File: config.mk
export PLATFORM = sky130hd
export DESIGN_NAME = mem_data_arbiter
export DESIGN_NICKNAME = d
export VERILOG_FILES = /design/src/rtl/mem_data_arbiter_pkg.sv /design/src/rtl/mem_data_arbiter_rr_arbiter2.sv /design/src/rtl/mem_data_arbiter.sv
export SDC_FILE = /design/constraint.sdc
export NUM_CORES = 1
export LEC_CHECK = 0
export CAP_MARGIN = 10
export CORE_AREA = 4 4 93 95
export DETAILED_ROUTE_END_ITERATION = 10
export DIE_AREA = 0 0 97 99
export DONT_BUFFER_PORTS = 1
export MAX_ROUTING_LAYER = met4
export PLACE_DENSITY = 0.68
export SLEW_MARGIN = 20
export SYNTH_ARGS = -nofsm -noshare
export SYNTH_HDL_FRONTEND = slang
export SYNTH_SLANG_ARGS = --single-unit
File: constraint.sdc
create_clock -name clk_i -period 2.69 [get_ports clk_i]
set_input_delay 0.4035 -clock clk_i [delete_from_list [all_inputs] [get_ports clk_i]]
set_output_delay 0.4035 -clock clk_i [all_outputs]
set_load 0.005 [all_outputs]
File: src/rtl/mem_data_arbiter_pkg.sv
// Shared types and constants for the two-requester data-memory arbiter.
// Holds the sequencer state encoding, requester ids and the access-error encoding.
package mem_arb_pkg;

    typedef enum logic [1:0] {
        IDLE = 2'd0,
        MEM  = 2'd1,
        RESP = 2'd2
    } state_t;

    localparam logic REQ_CORE   = 1'b0;
    localparam logic REQ_LOADER = 1'b1;

    localparam logic ERR_NONE       = 1'b0;
    localparam logic ERR_MISALIGNED = 1'b1;

    // Word-addressed memory: any nonzero byte offset is an error and suppresses the access.
    function automatic logic addr_err(input logic [1:0] byte_off);
        return (byte_off != 2'b00) ? ERR_MISALIGNED : ERR_NONE;
    endfunction

endpackage

File: src/rtl/mem_data_arbiter_rr_arbiter2.sv
// Two-input round-robin grant. On a tie the requester that did not win last time wins;
// last_grant only advances when the caller reports an accepted grant through en_i.
module rr_arbiter2
    import mem_arb_pkg::*;
(
    input  logic       clk_i,
    input  logic       rst_i,
    input  logic [1:0] req_i,
    input  logic       en_i,
    output logic [1:0] gnt_o,
    output logic       gnt_id_o
);

    logic last_q;
    logic last_d;

    always_comb begin
        gnt_o    = 2'b00;
        gnt_id_o = REQ_CORE;
        last_d   = last_q;
        if (req_i[0] && req_i[1]) begin
            gnt_id_o = ~last_q;
        end else if (req_i[1]) begin
            gnt_id_o = REQ_LOADER;
        end
        if (|req_i) begin
            gnt_o = (gnt_id_o == REQ_LOADER) ? 2'b10 : 2'b01;
            if (en_i) begin
                last_d = gnt_id_o;
            end
        end
    end

    // Reset value makes requester 0 win the first tie.
    always_ff @(posedge clk_i or posedge rst_i) begin
        if (rst_i) begin
            last_q <= REQ_LOADER;
        end else begin
            last_q <= last_d;
        end
    end

endmodule

File: src/rtl/mem_data_arbiter.sv
// Arbiter/sequencer in front of mem_data: IDLE grants one requester, MEM drives the port
// for one cycle and captures read data, RESP holds the response until it is consumed.
//
// Handshakes: a request transfers on a rising edge where req_valid && req_ready; a
// response transfers on a rising edge where rsp_valid && rsp_ready. rsp_rdata/rsp_err
// are stable while rsp_valid is high and read 0 while it is low.
module mem_data_arbiter
    import mem_arb_pkg::*;
#(
    parameter int WIDTH     = 32,
    parameter int IDX_WIDTH = 9,
    parameter int ADDR_W    = IDX_WIDTH + 2
) (
    input  logic              clk_i,
    input  logic              rst_i,

    input  logic              r0_req_valid,
    output logic              r0_req_ready,
    input  logic [ADDR_W-1:0] r0_req_addr,
    input  logic              r0_req_we,
    input  logic [WIDTH-1:0]  r0_req_wdata,
    output logic              r0_rsp_valid,
    input  logic              r0_rsp_ready,
    output logic [WIDTH-1:0]  r0_rsp_rdata,
    output logic              r0_rsp_err,

    input  logic              r1_req_valid,
    output logic              r1_req_ready,
    input  logic [ADDR_W-1:0] r1_req_addr,
    input  logic              r1_req_we,
    input  logic [WIDTH-1:0]  r1_req_wdata,
    output logic              r1_rsp_valid,
    input  logic              r1_rsp_ready,
    output logic [WIDTH-1:0]  r1_rsp_rdata,
    output logic              r1_rsp_err,

    output logic [ADDR_W-1:0] mem_access_addr,
    output logic [WIDTH-1:0]  mem_write_data,
    output logic              mem_enable_write,
    input  logic [WIDTH-1:0]  mem_read_data,

    output state_t            dbg_state_o
);

    state_t            state_q, state_d;
    logic [ADDR_W-1:0] addr_q, addr_d;
    logic              we_q, we_d;
    logic [WIDTH-1:0]  wdata_q, wdata_d;
    logic              id_q, id_d;
    logic [WIDTH-1:0]  rdata_q, rdata_d;
    logic              err_q, err_d;

    logic [1:0] arb_req;
    logic [1:0] arb_gnt;
    logic       arb_id;
    logic       handshake;
    logic       owner_rsp_ready;
    logic       lat_err;

    // Requests are only visible to the arbiter while idle, so ready is zero in MEM/RESP.
    assign arb_req   = (state_q == IDLE && !rst_i) ? {r1_req_valid, r0_req_valid} : 2'b00;
    assign handshake = |arb_gnt;

    rr_arbiter2 u_arb (
        .clk_i    (clk_i),
        .rst_i    (rst_i),
        .req_i    (arb_req),
        .en_i     (handshake),
        .gnt_o    (arb_gnt),
        .gnt_id_o (arb_id)
    );

    assign lat_err         = addr_err(addr_q[1:0]);
    assign owner_rsp_ready = (id_q == REQ_LOADER) ? r1_rsp_ready : r0_rsp_ready;

    always_comb begin
        state_d = state_q;
        addr_d  = addr_q;
        we_d    = we_q;
        wdata_d = wdata_q;
        id_d    = id_q;
        rdata_d = rdata_q;
        err_d   = err_q;
        case (state_q)
            IDLE: begin
                if (handshake) begin
                    id_d    = arb_id;
                    addr_d  = (arb_id == REQ_LOADER) ? r1_req_addr  : r0_req_addr;
                    we_d    = (arb_id == REQ_LOADER) ? r1_req_we    : r0_req_we;
                    wdata_d = (arb_id == REQ_LOADER) ? r1_req_wdata : r0_req_wdata;
                    state_d = MEM;
                end
            end
            MEM: begin
                err_d   = lat_err;
                rdata_d = (!we_q && lat_err == ERR_NONE) ? mem_read_data : '0;
                state_d = RESP;
            end
            RESP: begin
                if (owner_rsp_ready) begin
                    state_d = IDLE;
                end
            end
            default: begin
                state_d = IDLE;
            end
        endcase
    end

    always_ff @(posedge clk_i or posedge rst_i) begin
        if (rst_i) begin
            state_q <= IDLE;
            addr_q  <= '0;
            we_q    <= 1'b0;
            wdata_q <= '0;
            id_q    <= REQ_CORE;
            rdata_q <= '0;
            err_q   <= ERR_NONE;
        end else begin
            state_q <= state_d;
            addr_q  <= addr_d;
            we_q    <= we_d;
            wdata_q <= wdata_d;
            id_q    <= id_d;
            rdata_q <= rdata_d;
            err_q   <= err_d;
        end
    end

    assign r0_req_ready = arb_gnt[0];
    assign r1_req_ready = arb_gnt[1];

    assign r0_rsp_valid = (state_q == RESP) && (id_q == REQ_CORE);
    assign r1_rsp_valid = (state_q == RESP) && (id_q == REQ_LOADER);
    assign r0_rsp_rdata = r0_rsp_valid ? rdata_q : '0;
    assign r1_rsp_rdata = r1_rsp_valid ? rdata_q : '0;
    assign r0_rsp_err   = r0_rsp_valid & err_q;
    assign r1_rsp_err   = r1_rsp_valid & err_q;

    // Address and data simply hold outside MEM; only the write strobe is state-qualified.
    assign mem_access_addr  = addr_q;
    assign mem_write_data   = wdata_q;
    assign mem_enable_write = (state_q == MEM) && we_q && (lat_err == ERR_NONE);

    assign dbg_state_o = state_q;

endmodule

==> results of run 1 <==
-- cell type report --
type / instances / area [sq um] / share of cell area, %
clock buffers: 12 / 145 / 3.51
clock inverters: 4 / 98.8 / 2.39
inverters: 4 / 16.3 / 0.393
multi-input cells: 206 / 1620 / 39.1
flip-flops and latches: 81 / 2030 / 49.1
well taps: 102 / 128 / 3.09
repair buffers: 10 / 100 / 2.42
-- cell usage after synthesis, drive strengths merged (2+ instances only) --
master,count
o32ai,44
nor4,2
a22o,32
nor3,4
a21oi,4
nor2,2
clkbuf,13
dfrtp,80
a2bb2oi,44
buf,24
inv,4
and2,66
nand2b,2
-- worst register-to-register path: cells and delay by family (launching register included) --
family          cells  cell delay (ps)
simple gates        2              890
compound gates      1              140
buf+inv             1              240
flops               1              490
-- routing by layer --
metal / GRT usage [%] / vias up / routed length (um)
li1: - / 1226 / -
met4: 5.40 / 0 / 104
met3: 6.44 / 9 / 975
met5: - / - / 0
met2: 33.7 / 192 / 4960
met1: 27.7 / 1327 / 4190
-- per-stage QoR --
| step | cell area, sq um | power (mW) | util [%] |
|---|---|---|---|
| after global routing | 4130 | 4.36 | 53.5 |
| after detailed placement | 3890 | 3.06 | 50.3 |
| after CTS | 4130 | 4.14 | 53.5 |
| final | 4130 | 4.10 | 53.5 |
| after floorplan | 3840 | 2.77 | - |
| after global placement | 3890 | 3.02 | 50.3 |
-- power by group through the flow --
stage | logic (mW) | clock network, mW | registers (mW)
3_5_place_dp | 1.02 | 0 | 2.04
5_1_grt | 1.12 | 1.16 | 2.08
4_1_cts | 1.01 | 1.09 | 2.04
2_1_floorplan | 0.871 | 0 | 1.90
6_report | 1.01 | 1.06 | 2.03
3_3_place_gp | 0.975 | 0 | 2.05
-- cell families (layout without fill, tap and decap cells) --
group           Yosys count  in the layout  synth area share [%]
compound gates          128            128                  28.6
flops                    81             81                  52.8
simple gates             77             77                  12.8
buf+inv                  41             30                  5.44
mux                       1              1                 0.293
-- path summary, 6_finish.rpt --
kind | to | slack [ps] | cells past startpoint
worst max-delay path | mem_enable_write | 480 | 4
worst min-delay path | mem_write_data[12]$_DFFE_PP0P_ | 20 | 1
worst max register to register | rdata_q[18]$_DFFE_PP0N_ | 870 | 4
worst min register to register | rdata_q[15]$_DFFE_PP0N_ | 520 | 1
max in group asynchronous | u_arb.last_q$_DFFE_PP1P_ | 1980 | 2
min in group clk_i | u_arb.last_q$_DFFE_PP1P_ | 120 | 1
-- sequential cells by signal (all words and copies together), names as in the netlist --
name and cells:
mem_write_data 32, err_q 1, we_q 1, id_q 1, dbg_state_o 2, mem_access_addr 11
rdata_q 32, u_arb.last_q 1
==> summary.txt, run 1 <==
Die
  – Starting Density: 49.7%
  – Chip width: 97 um
  – Total die area: 0.00960 sq mm
  – Num rows: 32
  – Die H: 99 um
  – Io pins: 242
  – CORE AREA: 0.00773 sq mm

Timing
  – Peak Freq: 453 MHz
  – Post-route clock skew: 13.5 ps
  – Final Setup Violations: 0
  – Final Max Tran Viols: 0
  – Setup ws final: 482 ps
  – Slew @ Worst Pin: 819 ps
  – Setup TNS: 0 ps
  – Final Hold Viols: 0
  – Period utilization: 82.1%
  – RSZ-0062 raised after global routing: false
  – Fin Hold WS: 23.7 ps
  – Final min period: 2210 ps
  – Slew HR: 45.0%

Final layout
  – Layout cells sized above 1: 10.1%
  – Commonest non-fill, non-tap cell in the layout: dfrtp_1
  – Area Overhead vs Synth: 7.66%
  – Ant. Diodes: 0
  – Most frequent cells in the layout: 80 x dfrtp_1, 66 x and2_1, 44 x o32ai_1, 44 x a2bb2oi_1, 32 x a22o_1
  – Fin nets: 438
  – Non-filler instance count after layout: 419
  – Fillers: 673

Yosys
  – Syn nets: 454
  – Top FF cell, synth: dfrtp_1
  – Unique masters post-synth: 26
  – Synth Instances: 328
  – Area fraction of the dominant cell type after synthesis: 52.1%
  – Mapped Avg Cell Area: 11.7 sq um
  – Seq/Total Area, Yosys: 52.8%
  – Post-synth EDFFs: 0
  – Area leader, netlist: dfrtp_1
  – Synth Cell Area: 0.00384 sq mm
  – Synth async-reset ratio: 100%
  – Area contributors post-synth: dfrtp_1 52%, and2_1 11%, a2bb2oi_1 10%
  – Yosys warns: 0
  – Seq cells post-synth: 81

Power and ir drop
  – Pwr Density: 991 mW/mm^2
  – Power share of the clock group: 26.0%
  – Comb power frac: 24.6%
  – Maximum vdd drop: 0.445 mV
  – Net Sw Frac: 32.6%
  – Sequential share of power: 49.5%
  – Switching Power: 1.34 mW
  – Internal power: 2.76 mW
  – LEAKAGE: 1.72 nW

Critical path
  – Crit path arrival time: 1800 ps
  – Reg2reg start: dbg_state_o[1]$_DFFE_PP0P_
  – Critical Path RT: 2290 ps
  – Cell family with most CP delay: simple AND/OR/NAND/NOR gates
  – Critical path type: reg2out
  – Crit. End Element: primary output
  – CP peak stage delay: 490 ps
  – Crit start category: register
  – CP Max Fanout: 35
  – CP startpoint: dbg_state_o[1]$_DFFE_PP0P_
  – WP buf/inv: 1
  – Worst-path cell chain: nand2b_1 > buf_4 > nor3_1 > and2_1
  – Slowest cell on crit path: dfrtp_1

CTS
  – TritonCTS clock tree: yes
  – Root buffer cell: clkbuf_8
  – Clock transition at the registers of the reported paths: 80 ps
  – # hold bufs at CTS: 0
  – Buffer depth of the longest clock path: 2
  – Total CTS buffers: 9
  – PostCTS Resize Cnt: 0
  – Post-CTS Repair Setup Buffers: 0
  – Clock sink total: 81
  – Skew-Pair Late Insertion Delay: 340 ps
  – H-tree depth: 3

Job
  – Max Cap Viol: 0

Place
  – Post-Place Setup Slack: 838 ps
  – Gpl congestion: 0.845
  – Port-buffer cells: 0
  – Placed Instances: 403
  – DPL Wire Length: 7.43 mm

Global route
  – First-pass GRT wire length: 16.0 mm
  – Total grt overflow: 0
  – Initial antenna violation count: 0
  – Largest net degree at the start of global routing: 48
  – Vias in the first global route: 2828
  – Gr usage total: 21.5%

Detailed routing
  – DRC Markers: 0
  – DRT iter0 DRCs: 107
  – First-pass DRT Iterations: 4
  – Antenna Violating Nets Remaining: 0
  – Vias: 2754
  – DR vias/cell: 6.57
  – Final wirelength: 10.2 mm
  – DR WL/cell: 24.4 um

Worst hold path
  – Worst hold path type: in2async

Status
  – Run status: complete, no violations
(Power assumes the default switching activity.)
==> run 2: changes to the inputs <==
Settings changed: PLACE_DENSITY 0.68 to 0.7.
Clock period 2.69 ns to 1.8 ns, I/O delays scaled along.
==> run 2 against run 1 <==
Against the previous run:
- routed wire length increased by 6.4%
- die area unchanged
- sequential power increased by 49%
- worst setup slack got worse by 410 ps
- sequential cell count unchanged
- critical endpoint is now r0_rsp_rdata[1]
- combinational power increased by 75%
- clock-buffer cell count decreased by 2
- largest cell class unchanged
- via count increased by 3.0%
- hold slack improved by 34 ps
- sequential share of layout area decreased by 2.3 points
==> summary.txt, run 2 (synthesis results as in run 1) <==
Status
  – Run status: complete, no violations (unchanged)

Timing
  – Final Hold Viols: 0 (unchanged)
  – Slew HR: 41.7% (was 45.0%)
  – Peak Freq: 579 MHz
  – RSZ-0062 raised after global routing: true (was false)
  – Final min period: 1730 ps
  – Period utilization: 96.0%
  – Final Setup Violations: 0 (unchanged)
  – Fin Hold WS: 57.4 ps (was 23.7 ps)
  – Slew @ Worst Pin: 874 ps (was 819 ps)
  – Post-route clock skew: 7.23 ps (was 13.5 ps)
  – Final Max Tran Viols: 0 (unchanged)

Final layout
  – Area Overhead vs Synth: 12.9% (was 7.66%)
  – Fillers: 657 (was 673)
  – Fin nets: 450 (was 438)
  – Commonest non-fill, non-tap cell in the layout: dfrtp_1 (unchanged)
  – Most frequent cells in the layout: 79 x dfrtp_1, 63 x and2_1, 44 x o32ai_1, 44 x a2bb2oi_1, 32 x a22o_1 (was 80 x dfrtp_1, 66 x and2_1, 44 x o32ai_1, 44 x a2bb2oi_1, 32 x a22o_1)
  – Layout cells sized above 1: 16.4% (was 10.1%)
  – Ant. Diodes: 0 (unchanged)
  – Multi-input logic area: 0.00170 sq mm (was 0.00162 sq mm)
  – Register area: 0.00203 sq mm (about the same)
  – Final instance area: 0.00434 sq mm (was 0.00413 sq mm)

CTS
  – Root buffer cell: clkbuf_8 (unchanged)
  – Clock transition at the registers of the reported paths: 80 ps (about the same)
  – TritonCTS clock tree: yes (unchanged)
  – Clock sink total: 81 (unchanged)
  – Total CTS buffers: 9 (unchanged)
  – Buffer depth of the longest clock path: 2 (unchanged)
  – H-tree depth: 3 (unchanged)
  – Skew-Pair Late Insertion Delay: 340 ps (about the same)

Detailed routing
  – DR vias/cell: 6.58 (was 6.57)
  – DRT iter0 DRCs: 123 (was 107)
  – First-pass DRT Iterations: 4 (unchanged)
  – DRC Markers: 0 (unchanged)
  – Vias: 2836 (was 2754)
  – DR WL/cell: 25.3 um (was 24.4 um)
  – Antenna Violating Nets Remaining: 0 (unchanged)
  – Final wirelength: 10.9 mm (was 10.2 mm)

Worst hold path
  – Hold depth: 1
  – Worst hold path type: in2reg (was in2async)

Place
  – Port-buffer cells: 0 (unchanged)
  – Gpl congestion: 0.827 (was 0.845)
  – Area after DPL: 0.00397 sq mm (was 0.00389 sq mm)
  – DPL Wire Length: 7.67 mm (was 7.43 mm)

Die
  – Starting Density: 49.7% (unchanged)
  – CORE AREA: 0.00773 sq mm (unchanged)
  – Io pins: 242 (unchanged)
  – Die H: 99 um (unchanged)
  – Num rows: 32 (unchanged)
  – Total die area: 0.00960 sq mm (unchanged)
  – Chip width: 97 um (unchanged)

Global route
  – Largest net degree at the start of global routing: 48 (unchanged)
  – Gr usage total: 22.3% (was 21.5%)
  – First-pass GRT wire length: 16.5 mm (was 16.0 mm)
  – Total grt overflow: 0 (unchanged)
  – Vias in the first global route: 2968 (was 2828)
  – Initial antenna violation count: 0 (unchanged)

Critical path
  – Crit start category: register (unchanged)
  – CP Max Fanout: 33 (was 35)
  – Reg2Reg Depth: 4 (unchanged)
  – Critical Path RT: 1530 ps (was 2290 ps)
  – Register-to-register setup slack: 240 ps (was 870 ps)
  – Crit path arrival time: 1460 ps (was 1800 ps)
  – Critical path type: reg2out (unchanged)
  – Crit. End Element: primary output (unchanged)

Power and ir drop
  – Pwr Density: 1470 mW/mm^2 (was 991 mW/mm^2)
  – LEAKAGE: 1.79 nW (was 1.72 nW)
  – Maximum vdd drop: 0.693 mV (was 0.445 mV)

Job
  – Max Cap Viol: 0 (unchanged)
==> run 2: cell count changes in the layout (fill, tap and decap cells not counted), sizes merged <==
cell	delta
nor2b	+1
clkbuf	-2
buf	+7
dlygate4sd3	+2
bufbuf	+1
a21bo	+1
clkinvlp	+2
==> run 2: power breakdown <==
| part | switching (mW) | leakage, nW | total, mW | internal, mW |
|---|---|---|---|---|
| clock network | 0.647 | 0.117 | 1.58 | 0.929 |
| registers | 0.602 | 0.974 | 3.03 | 2.43 |
| logic | 0.882 | 0.700 | 1.77 | 0.892 |
==> run 2: area by class of cell <==
type / count / area share (%)
Clock inverter: 6 / 2.66
Inverter: 4 / 0.433
Clock buffer: 10 / 2.94
Timing Repair Buffer: 20 / 5.11
Sequential cell: 81 / 46.8
Multi-Input combinational cell: 208 / 39.1
Tap cell: 102 / 2.94
==> run 2: what timing repair did <==
action	in CTS	in global routing
hold buffers	2	0
endpoints found under the setup margin	81	41
cloned	1	2
hold endpoints to repair	24	0
setup buffers	0	1
pin swaps	2	3
gates resized for setup	13	5
==> run 2: layer usage <==
metal / global-route usage, % / part of all wire [%] / vias to the layer above
met5: - / 0 / -
met4: 7.24 / 2.0 / 0
met3: 7.64 / 8.4 / 18
met2: 36.8 / 50 / 171
met1: 25.8 / 40 / 1390
li1: - / - / 1257
==> run 2: worst paths after layout <==
kind / start / endpoint
worst max-delay path: dbg_state_o[1]$_DFFE_PP0P_ / r0_rsp_rdata[1]
worst min-delay path: mem_read_data[26] / rdata_q[26]$_DFFE_PP0N_
worst max register to register: dbg_state_o[1]$_DFFE_PP0P_ / u_arb.last_q$_DFFE_PP1P_
worst min register to register: rdata_q[12]$_DFFE_PP0N_ / rdata_q[12]$_DFFE_PP0N_
max in group asynchronous: rst_i / rdata_q[21]$_DFFE_PP0N_
min in group asynchronous: rst_i / dbg_state_o[1]$_DFFE_PP0P_
==> run 2: worst max-delay path: stages, from the launching register on <==
cell	delay (ps)
dfrtp_2	510
nand2b_4	120
nor2_4	140
buf_12	170
and2_1	180
==> run 2: per-stage QoR <==
step	setup WS (ps)	utilization, %	instances	power (mW)	setup TNS [ps]
final	71.7	56.1	431	6.38	0
after global routing	-25.5	56.1	431	6.76	-302
after CTS	-9.60	55.8	429	6.38	-17.9
after detailed placement	-142	51.3	410	4.67	-1530
after global placement	-70.2	51.3	410	4.61	-946
after floorplan	344	-	328	4.14	0
